**config.mk**
```make
export PLATFORM = sky130hd
export DESIGN_NAME = adc_pll_supervisor
export DESIGN_NICKNAME = d
export VERILOG_FILES = /design/src/rtl/adc_pll_pkg.sv /design/src/rtl/adc_sync_2ff.sv /design/src/rtl/adc_pll_supervisor.sv
export SDC_FILE = /design/constraint.sdc
export NUM_CORES = 1
export LEC_CHECK = 0
export BUFFER_PORTS_ARGS = -buffer_cell sky130_fd_sc_hd__buf_2
export CAP_MARGIN = 20
export CORE_UTILIZATION = 35
export CTS_CLUSTER_DIAMETER = 80
export DETAILED_ROUTE_END_ITERATION = 10
export HOLD_SLACK_MARGIN = 0.02
export SYNTH_ARGS = -nofsm -noshare
export SYNTH_HDL_FRONTEND = slang
export SYNTH_SLANG_ARGS = --single-unit
```
**constraint.sdc**
```tcl
create_clock -name refclk -period 4 [get_ports refclk]
set_input_delay 0.8 -clock refclk [delete_from_list [all_inputs] [get_ports refclk]]
set_output_delay 0.8 -clock refclk [all_outputs]
set_load 0.01 [all_outputs]
```
**src/rtl/adc_pll_pkg.sv**
```systemverilog
// Shared types and constants for the ADC PLL supervisor.
package adc_pll_pkg;

  typedef enum logic [2:0] {
    S_RESET     = 3'd0,
    S_WAIT_LOCK = 3'd1,
    S_STABLE    = 3'd2,
    S_RUN       = 3'd3,
    S_FAULT     = 3'd4
  } sup_state_t;

  localparam int unsigned RELOCK_CNT_W    = 8;
  localparam int unsigned GLITCH_FILT_CYC = 4;

  // Saturating increment for the relock event counter (sticks at all-ones).
  function automatic logic [RELOCK_CNT_W-1:0] sat_inc_relock(input logic [RELOCK_CNT_W-1:0] v);
    if (v == {RELOCK_CNT_W{1'b1}}) begin
      sat_inc_relock = v;
    end else begin
      sat_inc_relock = v + RELOCK_CNT_W'(1);
    end
  endfunction

endpackage

```
**src/rtl/adc_sync_2ff.sv**
```systemverilog
// Two-flop synchroniser for an asynchronous status level; clears to 0 on reset.
module adc_sync_2ff (
  input  logic clk,
  input  logic rst_n,
  input  logic d,
  output logic q
);

  logic meta_q;
  logic sync_q;

  // Two back-to-back capture stages to resolve metastability
  always_ff @(posedge clk or negedge rst_n) begin
    if (!rst_n) begin
      meta_q <= 1'b0;
      sync_q <= 1'b0;
    end else begin
      meta_q <= d;
      sync_q <= meta_q;
    end
  end

  assign q = sync_q;

endmodule

```
**src/rtl/adc_pll_supervisor.sv**
```systemverilog
// ADC PLL supervisor: sequences PLL reset, qualifies lock (timeout and
// stability window), releases the downstream reset, and counts relocks.
// Optional build macro ADC_PLL_SUP_GLITCH_FILTER_EN: require four
// consecutive low lock samples in RUN before declaring loss of lock.
module adc_pll_supervisor
  import adc_pll_pkg::*;
#(
  parameter int unsigned RST_PULSE_CYC    = 16,
  parameter int unsigned LOCK_TIMEOUT_CYC = 50000,
  parameter int unsigned LOCK_STABLE_CYC  = 1024,
  parameter int unsigned MAX_RETRIES      = 4,
  parameter int unsigned CNT_W            = 17
) (
  input  logic                    refclk,
  input  logic                    rst_n,
  input  logic                    pll_locked,
  input  logic                    force_relock,
  output logic                    pll_rst,
  output logic                    adc_rst_n,
  output logic                    ready,
  output logic                    fault,
  output logic [RELOCK_CNT_W-1:0] relock_count,
  output logic [2:0]              retry_count
);

  localparam logic [CNT_W-1:0] RST_LAST    = CNT_W'(RST_PULSE_CYC - 1);
  localparam logic [CNT_W-1:0] TIMEOUT_LAST = CNT_W'(LOCK_TIMEOUT_CYC - 1);
  localparam logic [CNT_W-1:0] STABLE_LAST = CNT_W'(LOCK_STABLE_CYC - 1);
  localparam logic [2:0]       RETRY_LIMIT = 3'(MAX_RETRIES);

  logic                    lk_s;
  logic                    run_loss_s;
  sup_state_t              state_q, state_d;
  logic [CNT_W-1:0]        cnt_q, cnt_d;
  logic [2:0]              retry_q, retry_d;
  logic [RELOCK_CNT_W-1:0] relock_q, relock_d;
  logic                    pll_rst_q, pll_rst_d;
  logic                    adc_rst_n_q, adc_rst_n_d;
  logic                    ready_q, ready_d;
  logic                    fault_q, fault_d;

  adc_sync_2ff u_lock_sync (
    .clk   (refclk),
    .rst_n (rst_n),
    .d     (pll_locked),
    .q     (lk_s)
  );

`ifdef ADC_PLL_SUP_GLITCH_FILTER_EN
  localparam logic [1:0] FILT_LAST = 2'(GLITCH_FILT_CYC - 1);
  logic [1:0] filt_q, filt_d;

  // Count consecutive low lock samples in RUN; loss only on the last one
  always_comb begin
    filt_d     = 2'd0;
    run_loss_s = 1'b0;
    if (state_q == S_RUN) begin
      if (lk_s) begin
        filt_d = 2'd0;
      end else if (filt_q == FILT_LAST) begin
        run_loss_s = 1'b1;
      end else begin
        filt_d = filt_q + 2'd1;
      end
    end else begin
      filt_d = 2'd0;
    end
  end

  // Glitch filter counter, held at zero outside RUN
  always_ff @(posedge refclk or negedge rst_n) begin
    if (!rst_n) begin
      filt_q <= 2'd0;
    end else begin
      filt_q <= filt_d;
    end
  end
`else
  // Any single low lock sample in RUN is a loss of lock
  always_comb begin
    run_loss_s = ~lk_s;
  end
`endif

  // Next-state, counter updates and output decode of the next state
  always_comb begin
    state_d  = state_q;
    cnt_d    = cnt_q;
    retry_d  = retry_q;
    relock_d = relock_q;
    if (force_relock) begin
      state_d = S_RESET;
      cnt_d   = '0;
      retry_d = 3'd0;
    end else begin
      case (state_q)
        S_RESET: begin
          if (cnt_q == RST_LAST) begin
            state_d = S_WAIT_LOCK;
            cnt_d   = '0;
          end else begin
            cnt_d = cnt_q + CNT_W'(1);
          end
        end
        S_WAIT_LOCK: begin
          // Lock has priority over a coincident timeout
          if (lk_s) begin
            state_d = S_STABLE;
            cnt_d   = '0;
          end else if (cnt_q == TIMEOUT_LAST) begin
            retry_d = retry_q + 3'd1;
            cnt_d   = '0;
            state_d = (retry_q == RETRY_LIMIT) ? S_FAULT : S_RESET;
          end else begin
            cnt_d = cnt_q + CNT_W'(1);
          end
        end
        S_STABLE: begin
          if (!lk_s) begin
            state_d = S_RESET;
            cnt_d   = '0;
          end else if (cnt_q == STABLE_LAST) begin
            state_d = S_RUN;
            cnt_d   = '0;
            retry_d = 3'd0;
          end else begin
            cnt_d = cnt_q + CNT_W'(1);
          end
        end
        S_RUN: begin
          if (run_loss_s) begin
            relock_d = sat_inc_relock(relock_q);
            state_d  = S_RESET;
            cnt_d    = '0;
          end else begin
            state_d = S_RUN;
          end
        end
        S_FAULT: begin
          state_d = S_FAULT;
        end
        default: begin
          state_d = S_RESET;
          cnt_d   = '0;
        end
      endcase
    end
    pll_rst_d   = (state_d == S_RESET) || (state_d == S_FAULT);
    adc_rst_n_d = (state_d == S_RUN);
    ready_d     = (state_d == S_RUN);
    fault_d     = (state_d == S_FAULT);
  end

  // FSM state, shared counter, event counters and registered outputs
  always_ff @(posedge refclk or negedge rst_n) begin
    if (!rst_n) begin
      state_q     <= S_RESET;
      cnt_q       <= '0;
      retry_q     <= 3'd0;
      relock_q    <= '0;
      pll_rst_q   <= 1'b1;
      adc_rst_n_q <= 1'b0;
      ready_q     <= 1'b0;
      fault_q     <= 1'b0;
    end else begin
      state_q     <= state_d;
      cnt_q       <= cnt_d;
      retry_q     <= retry_d;
      relock_q    <= relock_d;
      pll_rst_q   <= pll_rst_d;
      adc_rst_n_q <= adc_rst_n_d;
      ready_q     <= ready_d;
      fault_q     <= fault_d;
    end
  end

  assign pll_rst      = pll_rst_q;
  assign adc_rst_n    = adc_rst_n_q;
  assign ready        = ready_q;
  assign fault        = fault_q;
  assign relock_count = relock_q;
  assign retry_count  = retry_q;

endmodule

```
# Yosys cells after proc, flatten, opt, wreduce, memory -nomap -nowiden
# Cells that the tools add are included.
# op_classes
add_sub_neg	3
n_eq_ne	17
muxes	23
bitwise	3
reduce_logical	7
# op_table
operator	count
two-way mux 17 bit	7
case mux 17 bit (5 select lines)	1
two-way mux 3 bit	12
adder 17 x 1 -> 17 bit, second input constant	1
== test 17 x 10 -> 1 bit, second input constant	1
== test 17 x 16 -> 1 bit, second input constant	1
== test 17 x 4 -> 1 bit, second input constant	1
case mux 3 bit (5 select lines)	1
!= test 3 bit, second input constant	4
== test 3 x 2 -> 1 bit, second input constant	3
== test 3 bit, second input constant	3
adder 8 x 1 -> 8 bit, second input constant	1
== test 8 bit, second input constant	1
zero test 3 bit	2
case mux 3 bit (2 select lines)	1
AND reduction 5 bit	1
AND reduction 4 bit	1
adder 3 x 1 -> 3 bit, second input constant	1
== test 3 x 1 -> 1 bit, second input constant	1
!= test 3 x 2 -> 1 bit, second input constant	1
inverter 1 bit	3
nonzero test 3 bit	1
two-way mux 2 bit	1
!= test 2 bit, second input constant	1
other kinds (2)	2
# totals
reg_bits	36
in_bits	4
out_inout_bits	15
elab_cells	62

# Logic depth before layout (Yosys ltp)
# Gate-level depths: netlist (run 1).
# depth
depth_word	8
mapped_depth	7
depth_no_buf	6

# Cells and area by module
# From an unflattened synthesis (run 1), not the netlist that was laid out.
# unflattened
cells_unflattened	197
hier_area_um2	1943.1
# by_module_without_submodules
mod	instances	cells_each	area_per_inst_um2	seq_area_each_um2
adc_pll_supervisor	1	195	1893.1	852.1
adc_sync_2ff	1	2	50.0	50.0

# Worst setup path before layout (run 1)
# No wires, ideal clock.
# synth_timing
path_type	input to register
startpoint	input port force_relock
endpoint	register relock_q[1], in the netlist relock_count[1]
setup_ns	0.125
t_arrival_ns	2.232
required_ns	3.875
setup_slack_ns	1.643
cell_stages	5
n_path_buf	1
cell_sequence	clkbuf_1 > nor2_1 > nand3_1 > a311oi_1 > mux2_2
# synth_between
elab_chain_len	2
# synth_rtl
item	line_no	source
from (decl)	adc_pll_supervisor.sv:17	input logic force_relock,
inverter 1 bit (no source line)	-	
AND reduction 4 bit (no source line)	-	
to (signal assigned)	adc_pll_supervisor.sv:169	relock_q <= relock_d;
to (decl)	adc_pll_supervisor.sv:36	logic [RELOCK_CNT_W-1:0] relock_q, relock_d;
# No other way between the ends.
# A chain may end at the register's enable or synchronous reset.

# Final worst setup path (run 1)
# layout_timing
startpoint	register cnt_q[10]
endpoint	register cnt_q[7]
# layout_between
elab_chain_len	5
elab_cells_between_ends	10
cone_classes	3 x eq/ne; 7 x mux
# layout_rtl
item	line_no	source
from (decl)	adc_pll_supervisor.sv:34	logic [CNT_W-1:0] cnt_q, cnt_d;
from (signal assigned)	adc_pll_supervisor.sv:167	cnt_q <= cnt_d;
== test 17 x 10 -> 1 bit / == test 17 x 16 -> 1 bit (equally long branches)	adc_pll_supervisor.sv:122, adc_pll_supervisor.sv:110	
two-way mux 17 bit, on equally long branches	adc_pll_supervisor.sv:122, adc_pll_supervisor.sv:110	
two-way mux 17 bit, on equally long branches	adc_pll_supervisor.sv:119, adc_pll_supervisor.sv:107	
case mux 17 bit (5 select lines) *	adc_pll_supervisor.sv:96	case (state_q)
two-way mux 17 bit *	adc_pll_supervisor.sv:91	if (force_relock) begin
# Mark *: on every way between the ends. The rest lies on a longest branch, timed or not.

==> results of run 1 <==
[worst reg2reg max path, stage by stage (launching register included)]
cell and delay [ns]:
dfrtp_1 0.45, or3_4 0.42, or4_4 0.56, o21ba_4 0.24, o31ai_4 0.60, o21ai_0 0.18
[power by group through the flow]
stage | registers [mW] | clock network [mW] | logic (mW)
after floorplan | 0.381 | 0 | 0.0147
after global placement | 0.381 | 0 | 0.0276
after detailed placement | 0.382 | 0 | 0.0282
after CTS | 0.375 | 0.278 | 0.0282
after global routing | 0.375 | 0.290 | 0.0312
final | 0.375 | 0.267 | 0.0271
[cells in the mapped netlist, types with 5 or more instances]
master    number
nand4_1        7
o21ai_0        7
a21oi_1       18
nor2_1         6
clkbuf_1       5
xnor2_1       14
nand2_1       16
dfrtp_1       35
and3_1         8
nand3_1        6
inv_1          5
nor3_1         8
nor4_1         7
[cell families after synthesis]
| group | after synthesis |
|---|---|
| compound gates | 43 |
| xor+xnor | 16 |
| fa+ha+maj | 4 |
| buf+inv | 12 |
| flops | 36 |
| mux | 1 |
| simple gates | 84 |
[routing by layer]
| layer | share of wire (%) | track usage, % |
|---|---|---|
| met1 | 48 | 19.7 |
| met2 | 46 | 23.0 |
| met3 | 3.5 | 3.59 |
| met4 | 2.2 | 7.31 |
| met5 | 0 | 0 |
[cell type report]
class | instances | area share, %
clock buffer | 8 | 4.13
timing repair buffer | 19 | 4.36
tap | 70 | 4.01
sequential | 36 | 41.3
multi-input combinational | 148 | 45.3
inverter | 5 | 0.860
[metrics by stage]
| stage | setup WS (ns) | power, mW |
|---|---|---|
| after detailed placement | 1.43 | 0.410 |
| after global placement | 1.40 | 0.409 |
| after global routing | 1.22 | 0.697 |
| final | 1.41 | 0.668 |
| after CTS | 1.42 | 0.680 |
| after floorplan | 1.64 | 0.396 |
[flip-flops by register name (all words and copies together), names as in the netlist]
| register | flops |
|---|---|
| relock_count | 8 |
| cnt_q | 17 |
| u_lock_sync.meta_q | 1 |
| retry_count | 3 |
| u_lock_sync.q | 1 |
| state_q | 3 |
| fault | 1 |
| ready | 1 |
| pll_rst | 1 |
[path summary, 6_finish.rpt]
kind	from	depth (start not counted)	to	slack [ns]
setup / recovery	cnt_q[10]	5	cnt_q[7]	1.41
hold / removal	u_lock_sync.meta_q	0	u_lock_sync.q	0.35
setup reg to reg	cnt_q[10]	5	cnt_q[7]	1.41
hold reg to reg	u_lock_sync.meta_q	0	u_lock_sync.q	0.35
max in group asynchronous	rst_n	1	retry_count[1]	2.88
min in group asynchronous	rst_n	1	relock_count[0]	0.60
==> flow_metrics.py, run 1 <==
metrics = {
    "finish": {
        "final_core_util_pct": 41.7,
        "seqCellArea_um2": 902,
        "final_nets": 223,
        "final_cell_mix": "dfrtp_1, buf_2, a21oi_1, nand2_1, xnor2_1",
        "instances_no_fill": 286,
        "drive_gt1_share_pct": 18.5,
        "fillerInstances": 515,
        "multiInputGateArea_um2": 990,
        "diodes": 0,
        "fin_area_mm2": 0.00218,
        "area_growth_pct": 12.3,
        "final_common_cell": "dfrtp_1",
    },
    "route": {
        "vias": 1531,
        "finalWirelength_um": 4070,
        "drtAntennaViolNets": 0,
        "wl_per_cell_um": 14.2,
        "drc": 0,
        "drt-initial-drc-count": 102,
        "vias_per_cell": 5.35,
        "firstDrtPassIters": 4,
    },
    "critical_path": {
        "worstPathCellList": "or3_4, or4_4, o21ba_4, o31ai_4, o21ai_0",
        "cpMaxStageDelayCell": "o31ai_4",
        "critPathMaxStageDelay_ns": 0.60,
        "cp-start-kind": "flip-flop",
        "cp.buffers_inverters": 0,
        "cp.required_ns": 4.15,
        "arrival_ns": 2.74,
        "end_kind": "flip-flop",
        "worstSetupPathType": "reg2reg",
        "crit_family": "compound AO/OA/AOI/OAI gates",
        "cp_max_fo": 16,
    },
    "placed_design": {
        "placed_area_mm2": 0.00209,
        "placed_cells": 277,
        "io_buffers": 18,
        "hpwlAfterDp_um": 2780,
        "routabilityCongestion": 0.762,
    },
    "logic_synthesis": {
        "yosysTopAreaCell": "dfrtp_1",
        "synthMuxAreaShare_pct": 0.579,
        "synth_area_mm2": 0.00194,
        "synthArstFlopShare_pct": 100,
        "syn_avg_cell_area_um2": 9.92,
        "synth_compound_gate_area_share_pct": 14.9,
        "synth_top_family_by_area": "simple AND/OR/NAND/NOR gates",
        "synth-xor-area-share_pct": 7.21,
        "synth_warnings": 0,
        "synth_top_area_share_pct": 45.0,
        "synthTopCellsByArea": "dfrtp_1, xnor2_1, a21oi_1",
        "yosysUniqueCellTypes": 52,
        "syn-num-nets": 204,
        "synth_seq_cells": 36,
        "syn_inst": 196,
        "synthSimpleGateAreaFrac_pct": 25.6,
        "synth_top_flop_cell": "dfrtp_1",
        "synthAdderAreaFrac_pct": 2.57,
        "synth_seq_area_share_pct": 46.4,
        "synth_edf_count": 0,
    },
    "floorplan": {
        "die_y_um": 76.5,
        "die_x_um": 76.5,
        "boundaryPins": 19,
        "floorplan.initialDensity_pct": 37.1,
        "rows": 26,
        "fp.dieArea_mm2": 0.00586,
        "core_mm2": 0.00524,
    },
    "clocking": {
        "numCtsBuffers": 5,
        "cts_tree": "built",
        "post_cts_resized": 0,
        "clockRootBuffer": "clkbuf_8",
        "clk_path_buf_depth": 2,
        "clk_latency_ns": 0.29,
        "clock_sinks": 36,
        "holdBufCountCts": 0,
        "cts.clk_slew.worst_paths_ns": 0.07,
        "cts_setup_buffers": 0,
        "h-tree-depth": 2,
    },
    "power_and_ir_drop": {
        "leakage_nw": 0.935,
        "p_comb_share_pct": 4.1,
        "ir_worst_vdd_mv": 0.159,
        "p_per_area_mw_per_mm2": 306,
        "p_int_uw": 519,
        "pwr-share-seq_pct": 56.0,
        "clkPwrFrac_pct": 39.9,
        "power_switching_uw": 149,
        "p_sw_share_pct": 22.4,
    },
    "sta": {
        "fmax_mhz": 386,
        "relSlewSlack_pct": 33.9,
        "worst_slew_pin_slew_ns": 0.990,
        "hold_viol": 0,
        "final.period_utilization_pct": 64.8,
        "setup_viol": 0,
        "period_needed_ns": 2.59,
        "skew_ns": 0.00525,
        "maxSlewViolCount": 0,
        "tns_ns": 0,
        "timing.hold.ws_ns": 0.351,
        "rsz0062_at_grt": "false",
    },
    "grt": {
        "grt_usage_pct": 15.0,
        "antenna_found_initial": 0,
        "grt.overflow.total": 0,
        "grt_max_degree": 37,
        "grt_pass1_vias": 1459,
        "grt_pass1_wl_um": 6890,
    },
    "run": {
        "drv_cap": 0,
    },
    "run_status": {
        "status": "finished, final reports clean",
    },
    "hold_path": {
        "holdCritPathClass": "reg2reg",
    },
}
Note: power is estimated with default switching activity, not from simulation.
==> inputs of run 2 (changes only) <==
--- a/config.mk
+++ b/config.mk
@@ -5,6 +5,7 @@
 export SDC_FILE = /design/constraint.sdc
 export NUM_CORES = 1
 export LEC_CHECK = 0
+export ABC_AREA = 1
 export BUFFER_PORTS_ARGS = -buffer_cell sky130_fd_sc_hd__buf_2
 export CAP_MARGIN = 20
 export CORE_UTILIZATION = 35
==> constraint.sdc (replaced) <==
create_clock -name refclk -period 2.7 [get_ports refclk]
set_input_delay 0.54 -clock refclk [delete_from_list [all_inputs] [get_ports refclk]]
set_output_delay 0.54 -clock refclk [all_outputs]
set_load 0.01 [all_outputs]
==> run 2 against run 1 <==
Against the previous run: flip-flop and latch count is the same; die area increased by 12%; sequential share of layout area is 4.2 points lower; wire length increased by 16%; utilization is 0.83 points lower; non-clock buffer count decreased by 1; combinational power rose by 34%; first-iteration DRC count is 50% higher; critical path type unchanged; critical endpoint is now cnt_q[13].
==> flow_metrics.py, run 2 <==
metrics = {
    "clocking": {
        "clock_sinks": 36,
        "h-tree-depth": 2,
        "numCtsBuffers": 5,
        "clockRootBuffer": "clkbuf_8",
        "holdBufCountCts": 0,
        "cts_setup_buffers": 0,
        "post_cts_resized": 0,
        "clk_path_buf_depth": 2,
        "cts_tree": "built",
        "cts.clk_slew.worst_paths_ns": 0.08,
        "clk_latency_ns": 0.30,
    },
    "sta": {
        "relSlewSlack_pct": 46.8,
        "final.period_utilization_pct": 64.1,
        "setup_viol": 0,
        "maxSlewViolCount": 0,
        "setup_slack_ns": 0.968,
        "skew_ns": 0.0137,
        "timing.hold.ws_ns": 0.333,
        "worst_slew_pin_slew_ns": 0.798,
        "fmax_mhz": 577,
        "period_needed_ns": 1.73,
        "tns_ns": 0,
        "rsz0062_at_grt": "false",
        "hold_viol": 0,
    },
    "logic_synthesis": {
        "synth.most_common_cell": "nand2_1",
        "synth_seq_area_share_pct": 41.5,
        "synth_area_mm2": 0.00217,
        "synthTopCellsByArea": "dfrtp_1, nand2_1, nor2_1",
        "synthArstFlopShare_pct": 100,
        "synth_common_cells": "nand2_1, nor2_1, dfrtp_1",
        "synth_top_flop_cell": "dfrtp_1",
        "synth_warnings": 0,
        "syn_avg_cell_area_um2": 7.27,
        "syn-num-nets": 307,
        "yosysTopAreaCell": "dfrtp_1",
        "synth_edf_count": 0,
        "synth_top_area_share_pct": 40.3,
        "synth_seq_cells": 36,
        "syn_inst": 299,
        "yosysUniqueCellTypes": 31,
    },
    "finish": {
        "final_common_cell": "nand2_1",
        "instances_no_fill": 398,
        "fin_area_mm2": 0.00243,
        "area_growth_pct": 11.9,
        "drive_gt1_share_pct": 14.9,
        "top_register": "cnt_q",
        "final_cell_mix": "nand2_1, nor2_1, dfrtp_1, inv_1, nand3_1",
        "final_nets": 330,
        "diodes": 0,
        "fillerInstances": 646,
        "largest_register_ffs": 17,
    },
    "critical_path": {
        "cp-start-kind": "flip-flop",
        "reg2reg_depth": 10,
        "regToRegSetupSlack_ns": 0.97,
        "rr_endpoint": "cnt_q[13]",
        "worstSetupPathType": "reg2reg",
        "cp_max_fo": 8,
        "end_kind": "flip-flop",
        "arrival_ns": 1.90,
        "cp.required_ns": 2.87,
        "r2r-start": "cnt_q[0]",
    },
    "grt": {
        "grt.overflow.total": 0,
        "grt_pass1_vias": 1768,
        "grt_max_degree": 37,
        "grt_usage_pct": 16.4,
        "antenna_found_initial": 0,
        "grt_pass1_wl_um": 8160,
    },
    "route": {
        "drt-initial-drc-count": 153,
        "firstDrtPassIters": 4,
        "vias": 1930,
        "vias_per_cell": 4.85,
        "drc": 0,
        "drtAntennaViolNets": 0,
        "finalWirelength_um": 4730,
        "wl_per_cell_um": 11.9,
    },
    "placed_design": {
        "routabilityCongestion": 0.829,
        "hpwlAfterDp_um": 3590,
        "placed_cells": 390,
        "io_buffers": 18,
        "placed_area_mm2": 0.00235,
        "dp_slack_ns": 0.922,
    },
    "power_and_ir_drop": {
        "p_per_area_mw_per_mm2": 400,
        "leakage_nw": 1.26,
        "ir_worst_vdd_mv": 0.184,
    },
    "run_status": {
        "status": "finished, final reports clean",
    },
    "floorplan": {
        "boundaryPins": 19,
        "die_y_um": 80.8,
        "core_mm2": 0.00596,
        "die_x_um": 80.8,
        "rows": 28,
        "floorplan.initialDensity_pct": 36.5,
        "fp.dieArea_mm2": 0.00653,
    },
    "hold_path": {
        "holdCritPathClass": "in2async",
    },
    "run": {
        "drv_cap": 0,
    },
}
## run 2: layout make-up
| cell class | count | area [um2] | area share, % |
|---|---|---|---|
| multi-input cells | 222 | 1110 | 45.5 |
| clock buffers | 5 | 68.8 | 2.83 |
| clock inverters | 3 | 18.8 | 0.771 |
| inverters | 39 | 153 | 6.27 |
| flip-flops and latches | 36 | 902 | 37.1 |
| repair buffers | 18 | 90.1 | 3.70 |
| well taps | 75 | 93.8 | 3.86 |
## run 2: per-layer routing
layer  track usage, %  routed length (um)  vias to the layer above
li1                 -                   -                     1000
met1             23.3                2430                      892
met2             24.2                2060                       30
met3             3.03                 151                        8
met4             6.61                  87                        0
met5                0                   0                        -
## run 2: worst max-delay path by stage
stage	start	slack (ns)	endpoint
2_1_floorplan	cnt_q[0]	1.21	cnt_q[10]
3_3_place_gp	force_relock	0.94	relock_count[6]
3_5_place_dp	force_relock	0.92	relock_count[6]
4_1_cts	cnt_q[0]	0.97	cnt_q[13]
5_1_grt	cnt_q[0]	0.79	cnt_q[4]
6_report	cnt_q[0]	0.97	cnt_q[13]
## run 2: logic make-up after synthesis
| group | share of synthesized area (%) |
|---|---|
| XOR/XNOR | 3.62 |
| flip-flops | 41.5 |
| AO/OA/AOI/OAI | 6.73 |
| AND/OR/NAND/NOR | 38.3 |
| adder cells (fa/ha/maj) | 2.30 |
| buffers and inverters | 7.59 |
## run 2: critical path: stages, from the launching register on
cell and delay, ns:
dfrtp_1 0.39, ha_1 0.20, nand3_2 0.16, inv_2 0.12
nand2_4 0.07, clkinv_4 0.06, nand2_4 0.05, nand2_2 0.07
nand3_4 0.14, a21oi_4 0.28, nor2_1 0.07
## run 2: per-stage QoR
stage | util (%) | total power [mW]
final | 40.9 | 0.974
after global routing | 40.9 | 1.02
after CTS | 40.9 | 0.987
after detailed placement | 39.4 | 0.599
after global placement | 39.4 | 0.599
after floorplan | - | 0.579
## run 2: where the power goes
group / switching, mW / internal, mW
logic: 0.0262 / 0.0101
registers: 0.00619 / 0.545
clock network: 0.207 / 0.180
==> inputs of run 3 (changes only) <==
==> constraint.sdc (replaced) <==
create_clock -name refclk -period 1.6 [get_ports refclk]
set_input_delay 0.32 -clock refclk [delete_from_list [all_inputs] [get_ports refclk]]
set_output_delay 0.32 -clock refclk [all_outputs]
set_load 0.01 [all_outputs]
==> run 3 against run 2 <==
Against the previous run: flip-flop and latch count did not move; die area unchanged; sequential power is 69% higher; critical endpoint unchanged.
==> flow_metrics.py, run 3 (same netlist as run 2, synthesis figures left out) <==
metrics = {
    "run_status": {
        "status": "finished, final reports clean",
    },
    "grt": {
        "antenna_found_initial": 0,
        "grt.overflow.total": 0,
        "grt_max_degree": 37,
        "grt_usage_pct": 17.3,
        "grt_pass1_wl_um": 8600,
        "grt_pass1_vias": 1945,
    },
    "route": {
        "drc": 0,
        "wl_per_cell_um": 12.0,
        "finalWirelength_um": 5170,
        "vias_per_cell": 4.83,
        "drt-initial-drc-count": 127,
        "vias": 2077,
        "drtAntennaViolNets": 0,
        "firstDrtPassIters": 4,
    },
    "critical_path": {
        "arrival_ns": 1.74,
        "end_kind": "flip-flop",
        "cp.required_ns": 1.77,
        "worstPathCellList": "ha_4, nand3_4, nor2_4, nand2_1, nand2_2, nand3_4, a21oi_4, nor2_1",
        "regToRegSetupSlack_ns": 0.02,
        "cp.buffers_inverters": 0,
        "worstSetupPathType": "reg2reg",
        "critPathMaxStageDelay_ns": 0.40,
        "crit_family": "simple AND/OR/NAND/NOR gates",
        "cp_max_fo": 8,
        "cp-start-kind": "flip-flop",
        "cpMostUsedCell": "nand3_4",
        "cpMaxStageDelayCell": "dfrtp_1",
    },
    "finish": {
        "diodes": 0,
        "fillerInstances": 620,
        "final_common_cell": "nand2_1",
        "area_growth_pct": 29.3,
        "final_cell_mix": "nand2_1, nor2_1, dfrtp_1, inv_1, buf_4",
        "final_nets": 362,
        "drive_gt1_share_pct": 30.4,
        "largest_register_ffs": 17,
        "fin_area_mm2": 0.00281,
        "top_register": "cnt_q",
    },
    "sta": {
        "setup_viol": 0,
        "rsz0062_at_grt": "true",
        "relSlewSlack_pct": 69.6,
        "tns_ns": 0,
        "skew_ns": 0.00973,
        "worst_slew_pin_slew_ns": 0.457,
        "maxSlewViolCount": 0,
        "timing.hold.ws_ns": 0.0537,
        "hold_viol": 0,
        "period_needed_ns": 1.58,
        "final.period_utilization_pct": 98.6,
        "setup_slack_ns": 0.0218,
        "fmax_mhz": 634,
    },
    "clocking": {
        "h-tree-depth": 2,
        "clk_latency_ns": 0.29,
        "clk_path_buf_depth": 2,
        "numCtsBuffers": 5,
        "holdBufCountCts": 0,
        "cts.clk_slew.worst_paths_ns": 0.08,
        "clock_sinks": 36,
        "clockRootBuffer": "clkbuf_8",
        "cts_tree": "built",
    },
    "power_and_ir_drop": {
        "leakage_nw": 1.42,
        "p_sw_share_pct": 24.9,
        "pwr-share-seq_pct": 55.5,
        "power.total_mw": 1.68,
        "ir_worst_vdd_mv": 0.438,
        "p_int_mw": 1.26,
        "p_comb_share_pct": 5.1,
        "p_per_area_mw_per_mm2": 597,
        "clkPwrFrac_pct": 39.4,
        "power_switching_uw": 418,
    },
    "floorplan": {
        "fp.dieArea_mm2": 0.00653,
        "die_y_um": 80.8,
        "core_mm2": 0.00596,
        "floorplan.initialDensity_pct": 36.5,
        "boundaryPins": 19,
        "die_x_um": 80.8,
        "rows": 28,
    },
    "run": {
        "drv_cap": 0,
    },
    "hold_path": {
        "holdCritPathClass": "in2async",
    },
    "placed_design": {
        "dp_slack_ns": -0.0636,
        "placed_area_mm2": 0.00253,
        "hpwlAfterDp_um": 3830,
        "io_buffers": 18,
        "routabilityCongestion": 0.867,
    },
}
## run 3: power groups by stage
stage / registers, mW / clock network, mW / logic [mW]
after floorplan: 0.945 / 0 / 0.0314
after global placement: 0.945 / 0 / 0.0774
after detailed placement: 0.946 / 0 / 0.0777
after CTS: 0.930 / 0.690 / 0.0849
after global routing: 0.932 / 0.728 / 0.0997
final: 0.931 / 0.662 / 0.0861
## run 3: metal layers
| layer | global-route usage (%) | vias to the layer above | routed length, um |
|---|---|---|---|
| met5 | 0 | - | 0 |
| met4 | 6.07 | 0 | 85 |
| met3 | 3.93 | 7 | 202 |
| met2 | 27.5 | 42 | 2370 |
| met1 | 23.0 | 963 | 2510 |
| li1 | - | 1065 | - |
## run 3: per-stage QoR
| step | utilization (%) | cells |
|---|---|---|
| 2_1_floorplan | - | 299 |
| 4_1_cts | 45.8 | 429 |
| 3_3_place_gp | 42.4 | 414 |
| 3_5_place_dp | 42.4 | 414 |
| 6_report | 47.2 | 430 |
| 5_1_grt | 47.2 | 430 |
## run 3: worst reg2reg max path: stages (launching register included)
cell and delay, ns:
dfrtp_1 0.40, ha_4 0.17, nand3_4 0.13, nor2_4 0.14, nand2_1 0.08, nand2_2 0.08
nand3_4 0.10, a21oi_4 0.26, nor2_1 0.09
## run 3: repair_timing
| item | CTS | global route |
|---|---|---|
| hold endpoints to repair | 0 | 0 |
| gates resized for setup | 13 | 26 |
| setup buffers | 7 | 1 |
| pin swaps | 7 | 4 |
| setup endpoints to repair | 11 | 23 |
## run 3: path summary, 6_finish.rpt
kind | start | to | depth (start not counted)
worst max-delay path | cnt_q[1] | cnt_q[13] | 8
worst min-delay path | rst_n | cnt_q[9] | 2
worst max register to register | cnt_q[1] | cnt_q[13] | 8
worst min register to register | u_lock_sync.meta_q | u_lock_sync.q | 0
max in group asynchronous | rst_n | pll_rst | 2
min in group refclk | pll_locked | u_lock_sync.meta_q | 1
## run 3: final cells by class
type	count	area [um2]	share of cell area, %
Timing Repair Buffer	50	330	11.7
Clock buffer	5	68.8	2.45
Inverter	39	158	5.60
Clock inverter	3	23.8	0.845
Multi-Input combinational cell	222	1230	43.9
Tap cell	75	93.8	3.34
Sequential cell	36	905	32.2
